**src/rtl/dfr_output_fifo_if.sv**
```systemverilog
// Producer/consumer bus of the DFR output FIFO: write strobe, FWFT read
// handshake, occupancy status and the flush/overflow-clear controls.
interface dfr_output_fifo_if #(
  parameter int AW = 4
);
  logic          clear;
  logic          wr_en;
  logic [25:0]   wr_data;
  logic          rd_ready;
  logic          rd_valid;
  logic [31:0]   rd_data;
  logic [AW:0]   count;
  logic          full;
  logic          empty;
  logic          overflow;
  logic          overflow_clr;

  modport master (
    output clear, wr_en, wr_data, rd_ready, overflow_clr,
    input  rd_valid, rd_data, count, full, empty, overflow
  );

  modport slave (
    input  clear, wr_en, wr_data, rd_ready, overflow_clr,
    output rd_valid, rd_data, count, full, empty, overflow
  );
endinterface

```
**src/rtl/dfr_output_fifo.sv**
```systemverilog
// First-word-fall-through FIFO buffering 26-bit DFR results for a 32-bit
// consumer; writes into a full FIFO are dropped and latched in a sticky flag.
module dfr_output_fifo #(
  parameter int DEPTH = 16,
  parameter int AW    = 4
) (
  input  logic               clk,
  input  logic               reset,
  dfr_output_fifo_if.slave   bus
);

  localparam logic [AW:0] FULL_CNT = (AW+1)'(DEPTH);

  logic [25:0]   mem [DEPTH];
  logic [AW-1:0] wp;
  logic [AW-1:0] rp;
  logic [AW:0]   cnt;
  logic          ovf;

  logic is_full;
  logic is_empty;
  logic rd_fire;
  logic wr_acc;
  logic wr_drop;

  always_comb begin
    is_full  = (cnt == FULL_CNT);
    is_empty = (cnt == '0);
    rd_fire  = !is_empty && bus.rd_ready;
    // a read in the same cycle frees the slot, so a full FIFO still accepts
    wr_acc   = bus.wr_en && (!is_full || rd_fire);
    wr_drop  = bus.wr_en && !wr_acc;
  end

  // Storage has no reset; flush/reset cycles must not disturb it.
  always_ff @(posedge clk) begin
    if (!reset && !bus.clear && wr_acc)
      mem[wp] <= bus.wr_data;
  end

  always_ff @(posedge clk) begin
    if (reset || bus.clear) begin
      wp  <= '0;
      rp  <= '0;
      cnt <= '0;
      ovf <= 1'b0;
    end else begin
      if (wr_acc)
        wp <= wp + 1'b1;
      if (rd_fire)
        rp <= rp + 1'b1;
      if (wr_acc && !rd_fire)
        cnt <= cnt + 1'b1;
      else if (rd_fire && !wr_acc)
        cnt <= cnt - 1'b1;
      if (wr_drop)
        ovf <= 1'b1;
      else if (bus.overflow_clr)
        ovf <= 1'b0;
    end
  end

  assign bus.rd_valid = !is_empty;
  assign bus.rd_data  = {6'b000000, mem[rp]};
  assign bus.count    = cnt;
  assign bus.full     = is_full;
  assign bus.empty    = is_empty;
  assign bus.overflow = ovf;

endmodule

```
**src/flat_wrapper.sv**
```systemverilog
// flat-port wrapper written by rule: the top's interface ports become plain ports
module dfr_output_fifo_flat 
#(
  parameter int DEPTH = 16,
  parameter int AW    = 4
)
  (clk, reset, bus_clear, bus_wr_en, bus_wr_data, bus_rd_ready, bus_overflow_clr, bus_rd_valid, bus_rd_data, bus_count, bus_full, bus_empty, bus_overflow);
  dfr_output_fifo_if #(.AW(AW)) bus_i ();
  input  logic clk;
  input  logic reset;
  input wire logic [$bits(bus_i.clear)-1:0] bus_clear;
  input wire logic [$bits(bus_i.wr_en)-1:0] bus_wr_en;
  input wire logic [$bits(bus_i.wr_data)-1:0] bus_wr_data;
  input wire logic [$bits(bus_i.rd_ready)-1:0] bus_rd_ready;
  input wire logic [$bits(bus_i.overflow_clr)-1:0] bus_overflow_clr;
  output wire logic [$bits(bus_i.rd_valid)-1:0] bus_rd_valid;
  output wire logic [$bits(bus_i.rd_data)-1:0] bus_rd_data;
  output wire logic [$bits(bus_i.count)-1:0] bus_count;
  output wire logic [$bits(bus_i.full)-1:0] bus_full;
  output wire logic [$bits(bus_i.empty)-1:0] bus_empty;
  output wire logic [$bits(bus_i.overflow)-1:0] bus_overflow;
  assign bus_i.clear = bus_clear;
  assign bus_i.wr_en = bus_wr_en;
  assign bus_i.wr_data = bus_wr_data;
  assign bus_i.rd_ready = bus_rd_ready;
  assign bus_i.overflow_clr = bus_overflow_clr;
  assign bus_rd_valid = bus_i.rd_valid;
  assign bus_rd_data = bus_i.rd_data;
  assign bus_count = bus_i.count;
  assign bus_full = bus_i.full;
  assign bus_empty = bus_i.empty;
  assign bus_overflow = bus_i.overflow;
  dfr_output_fifo #(.DEPTH(DEPTH), .AW(AW)) u_core (.clk(clk), .reset(reset), .bus(bus_i));
endmodule
```
**config.mk**
```make
export PLATFORM = sky130hd
export DESIGN_NAME = dfr_output_fifo_flat
export DESIGN_NICKNAME = d
export VERILOG_FILES = /design/src/rtl/dfr_output_fifo_if.sv /design/src/rtl/dfr_output_fifo.sv /design/src/flat_wrapper.sv
export SDC_FILE = /design/constraint.sdc
export NUM_CORES = 1
export LEC_CHECK = 0
export ABC_CLOCK_PERIOD_IN_PS = 2700
export CAP_MARGIN = 20
export CORE_MARGIN = 1
export CORE_UTILIZATION = 54
export CTS_BUF_LIST = sky130_fd_sc_hd__clkbuf_4 sky130_fd_sc_hd__clkbuf_8 sky130_fd_sc_hd__clkbuf_16
export DETAILED_ROUTE_END_ITERATION = 16
export PLACE_DENSITY = 0.75
export SYNTH_ARGS = -nofsm -noshare
export SYNTH_HDL_FRONTEND = slang
export SYNTH_SLANG_ARGS = --single-unit
```
**constraint.sdc**
```tcl
create_clock -name clk -period 2.7 [get_ports clk]
set_input_delay 0.54 -clock clk [delete_from_list [all_inputs] [get_ports clk]]
set_output_delay 0.54 -clock clk [all_outputs]
set_load 0.03 [all_outputs]
```
==> flow_summary_export.csv <==
group,metric,value,unit
clocking,clock_sinks,434,
min_path,min_path_type,"register to register",
power,pwr-share-seq,50.9,%
place,gp_congestion,0.7343,
sta,min_period,2.888,ns
place,post-dp-hpwl,19.85,mm
power,cellPowerDensity,707.6,mW/mm^2
critical_path,crit_top_cell,"buf_6",
floorplanning,die_h,177.3,um
critical_path,crit_slowest_cell,"mux4_2",
power,comb_power_share,9.5,%
sta,relSlewSlack,61.92,%
clocking,clk_path_buf_depth,3,
finish,drive_gt1_share,38.89,%
power,peakVddDrop,0.5227,mV
grt,grt_use_total,24.45,%
floorplanning,die_area,0.03142,mm^2
power,swShare,21.69,%
routing,avgRoutedWirePerCell,27.82,um
sta,setup_viol,26,
grt,grt_pass1_wl,54.62,mm
place,port_buffers,66,
place,dpl_worst_slack,-0.1168,ns
floorplanning,die_x,177.3,um
floorplanning,fp.coreArea,0.02995,mm^2
sta,setup_ws,-0.1878,ns
sta,hold_violations,0,
critical_path,rr_startpoint,"u_core.bus.count[3]",
job,drv_cap,0,
routing,antenna_left,0,
grt,antenna_found_initial,0,
clocking,clkTransAtPathRegs,0.06,ns
critical_path,arrival,2.35,ns
critical_path,crit_buf_inv,4,
routing,wl,37.89,mm
min_path,hold_path_startpoint,"u_core.wp[1]",
grt,overflow,0,
clocking,htree_levels,2,
power,p_leak,6.641,nW
critical_path,required,2.16,ns
routing,drc,0,
sta,fin_hold_ws,0.5256,ns
clocking,ctsHoldBuffers,0,
routing,drtIter0Drc,879,
finish,n_antenna_cell,0,
finish,fin_nets,981,
yosys,avgSynthCellArea,21.68,um^2
critical_path,path_max_fanout,6,
power,clkPwrFrac,39.7,%
critical_path,end_kind,"output pin",
floorplanning,rows,63,
clocking,clk_latency,0.55,ns
routing,vias,8364,
sta,tns,-2.730,ns
yosys,ys_seq_elements,434,
clocking,root_buffer,"clkbuf_16",
routing,firstDrtPassIters,5,
sta,tightest_slew,0.5694,ns
sta,clock_skew,0.02622,ns
critical_path,start_kind,"register",
yosys,synth-seq-area-share,77.48,%
routing,viasPerCell,6.141,
floorplanning,start_util,55.38,%
critical_path,slowest_delay,0.52,ns
grt,grt_max_degree,26,
yosys,syn_area,0.01659,mm^2
finish,area_delta_synth_final,24.70,%
grt,grt_pass1_vias,8623,
critical_path,cp_cell_sequence,"buf_4 > clkbuf_16 > buf_6 > mux4_2 > a22oi_2 > nand2_2 > buf_6",
run_status,violations,"setup timing",
sta,grt_setup_unrepaired,"yes",
critical_path,crit_type,"register to output pin",
sta,slew_violations,0,
run_status,status,"finished with violations",
sta,post-route-period-util,107.0,%
yosys,ys_types,41,
yosys,yosysWarnings,0,
sta,clock.fmax,346.3,MHz
clocking,cts-buffers-inserted,43,
power,netSwitchingPower,3.175,mW
power,internal-power,11.46,mW
yosys,synth_cells,765,
floorplanning,io_pins,73,
clocking,cts_tree,"yes",
critical_path,critical-path-top-delay-family,"buffers and inverters",
[power groups by stage]
stage | Sequential, mW | Clock [mW] | Combinational, mW
3_3_place_gp | 7.58 | 0 | 1.13
3_5_place_dp | 7.58 | 0 | 1.14
2_1_floorplan | 7.60 | 0 | 0.713
5_1_grt | 7.44 | 6.12 | 1.48
4_1_cts | 7.44 | 5.87 | 1.31
6_report | 7.44 | 5.81 | 1.38
[stage by stage]
step / cells / area [um^2] / util (%) / power (mW)
final: 1362 / 20680 / 69.06 / 14.64
after global routing: 1362 / 20680 / 69.06 / 15.05
after CTS: 1353 / 20460 / 68.32 / 14.62
after detailed placement: 1252 / 18550 / 61.94 / 8.726
after global placement: 1252 / 18550 / 61.94 / 8.707
after floorplan: 770 / 16610 / - / 8.315
[flip-flops by register name, indices dropped and copies added, names as in the netlist, named ones only]
register             count
u_core.mem             416
u_core.bus.count         5
u_core.rp                4
u_core.wp                4
u_core.bus.overflow      1
[per-layer routing]
layer,part of all wire (%),wire length [um],vias to the layer above,GRT usage [%]
met5,0,0,-,0
met4,2.3,869,0,7.479
met3,7.0,2659,59,4.231
met2,52,19530,378,41.28
met1,39,14840,4389,32.74
li1,-,-,3538,-
[final timing paths]
check / end / slack (ns) / depth (start not counted)
hold reg to reg: u_core.wp[1] / 0.53 / 2
setup / recovery: bus_rd_data[14] / -0.19 / 7
setup reg to reg: u_core.bus.count[3] / 0.16 / 10
hold / removal: u_core.wp[1] / 0.53 / 2
[synth_stat cells, drive strengths merged]
library cell  instances  share of area (%)
nor2b                 3               0.11
nor2                 37               0.85
a211oi                1              0.045
clkbuf               18               0.41
nand2b                2              0.075
edfxtp              416                 75
or4                   1              0.068
a311o                 1              0.060
a21o                  1              0.045
and2                  1              0.038
nor4                  1              0.038
a31o                  1              0.053
fa                    1               0.12
o21ai                 2               0.15
or2                   2              0.075
nand3                 7               0.21
mux2i                 2               0.12
or3                   2              0.075
nand2                29               0.66
xor2                  5               0.26
xnor2                 2               0.11
and4b                 1              0.060
a22oi                52                2.4
mux2                  1              0.090
o211ai                3               0.17
ha                    9               0.68
and3                  1              0.038
a21oi                 5               0.15
buf                  27                1.0
inv                   7               0.16
dfxtp                18                2.2
conb                  1              0.023
mux4                104                 14
a211o                 1              0.053
[logic make-up (layout without fill, tap and decap cells)]
kind of cell    Yosys count  count (layout)  synth area share [%]
flops                   434             434                 77.48
compound gates           67              67                 3.078
fa+ha+maj                10              10                0.7996
simple gates             87              87                 2.301
mux                     107             107                 14.33
buf+inv                  52             254                 1.614
xor+xnor                  7               7                0.3696
other cells               1               6               0.02261
[layout by cell type, fill, tap and decap left out, types with 2 or more instances in the layout]
cell type / n
clkbuf_4: 9
buf_4: 56
nand3_1: 7
mux4_2: 104
buf_12: 37
inv_1: 6
or3_1: 2
a21oi_1: 5
nor2b_2: 2
clkinv_1: 12
xor2_1: 5
nor2_2: 2
buf_6: 28
clkdlybuf4s50_1: 37
o21ai_4: 2
clkinvlp_4: 2
dfxtp_1: 13
edfxtp_1: 416
clkbuf_16: 46
nor2_1: 19
dfxtp_4: 2
a22oi_1: 15
o211ai_1: 2
conb_1: 6
mux2i_1: 2
dlygate4sd2_1: 3
nand2_2: 9
nand2_1: 20
clkinv_2: 5
dfxtp_2: 3
ha_1: 9
bufinv_16: 3
buf_16: 4
nor2_4: 16
nand2b_1: 2
a22oi_2: 37
xnor2_1: 2
[worst reg2reg max path: stages, from the launching register on]
cell	delay (ns)
dfxtp_2	0.34
or4_4	0.58
o21ai_4	0.18
inv_1	0.05
ha_1	0.21
inv_2	0.10
ha_1	0.23
a21o_1	0.17
a21oi_1	0.16
nor4_1	0.06
a311o_1	0.32
[area by class of cell]
cell class / instances / area [um^2]
Clock buffer: 53 / 1157
Inverter: 7 / 26.28
Fill cell: 1759 / 9269
Clock inverter: 25 / 230.2
Sequential cell: 434 / 12860
Tap cell: 390 / 488.0
Multi-Input combinational cell: 284 / 3829
Timing Repair Buffer: 169 / 2091
[repair_timing]
item	CTS	global route
gates resized for setup	116	30
pin swaps	10	12
buffers inserted	19	7
cloned	4	3
setup endpoints to repair	29	30
Power figures use the tool's default switching activity.
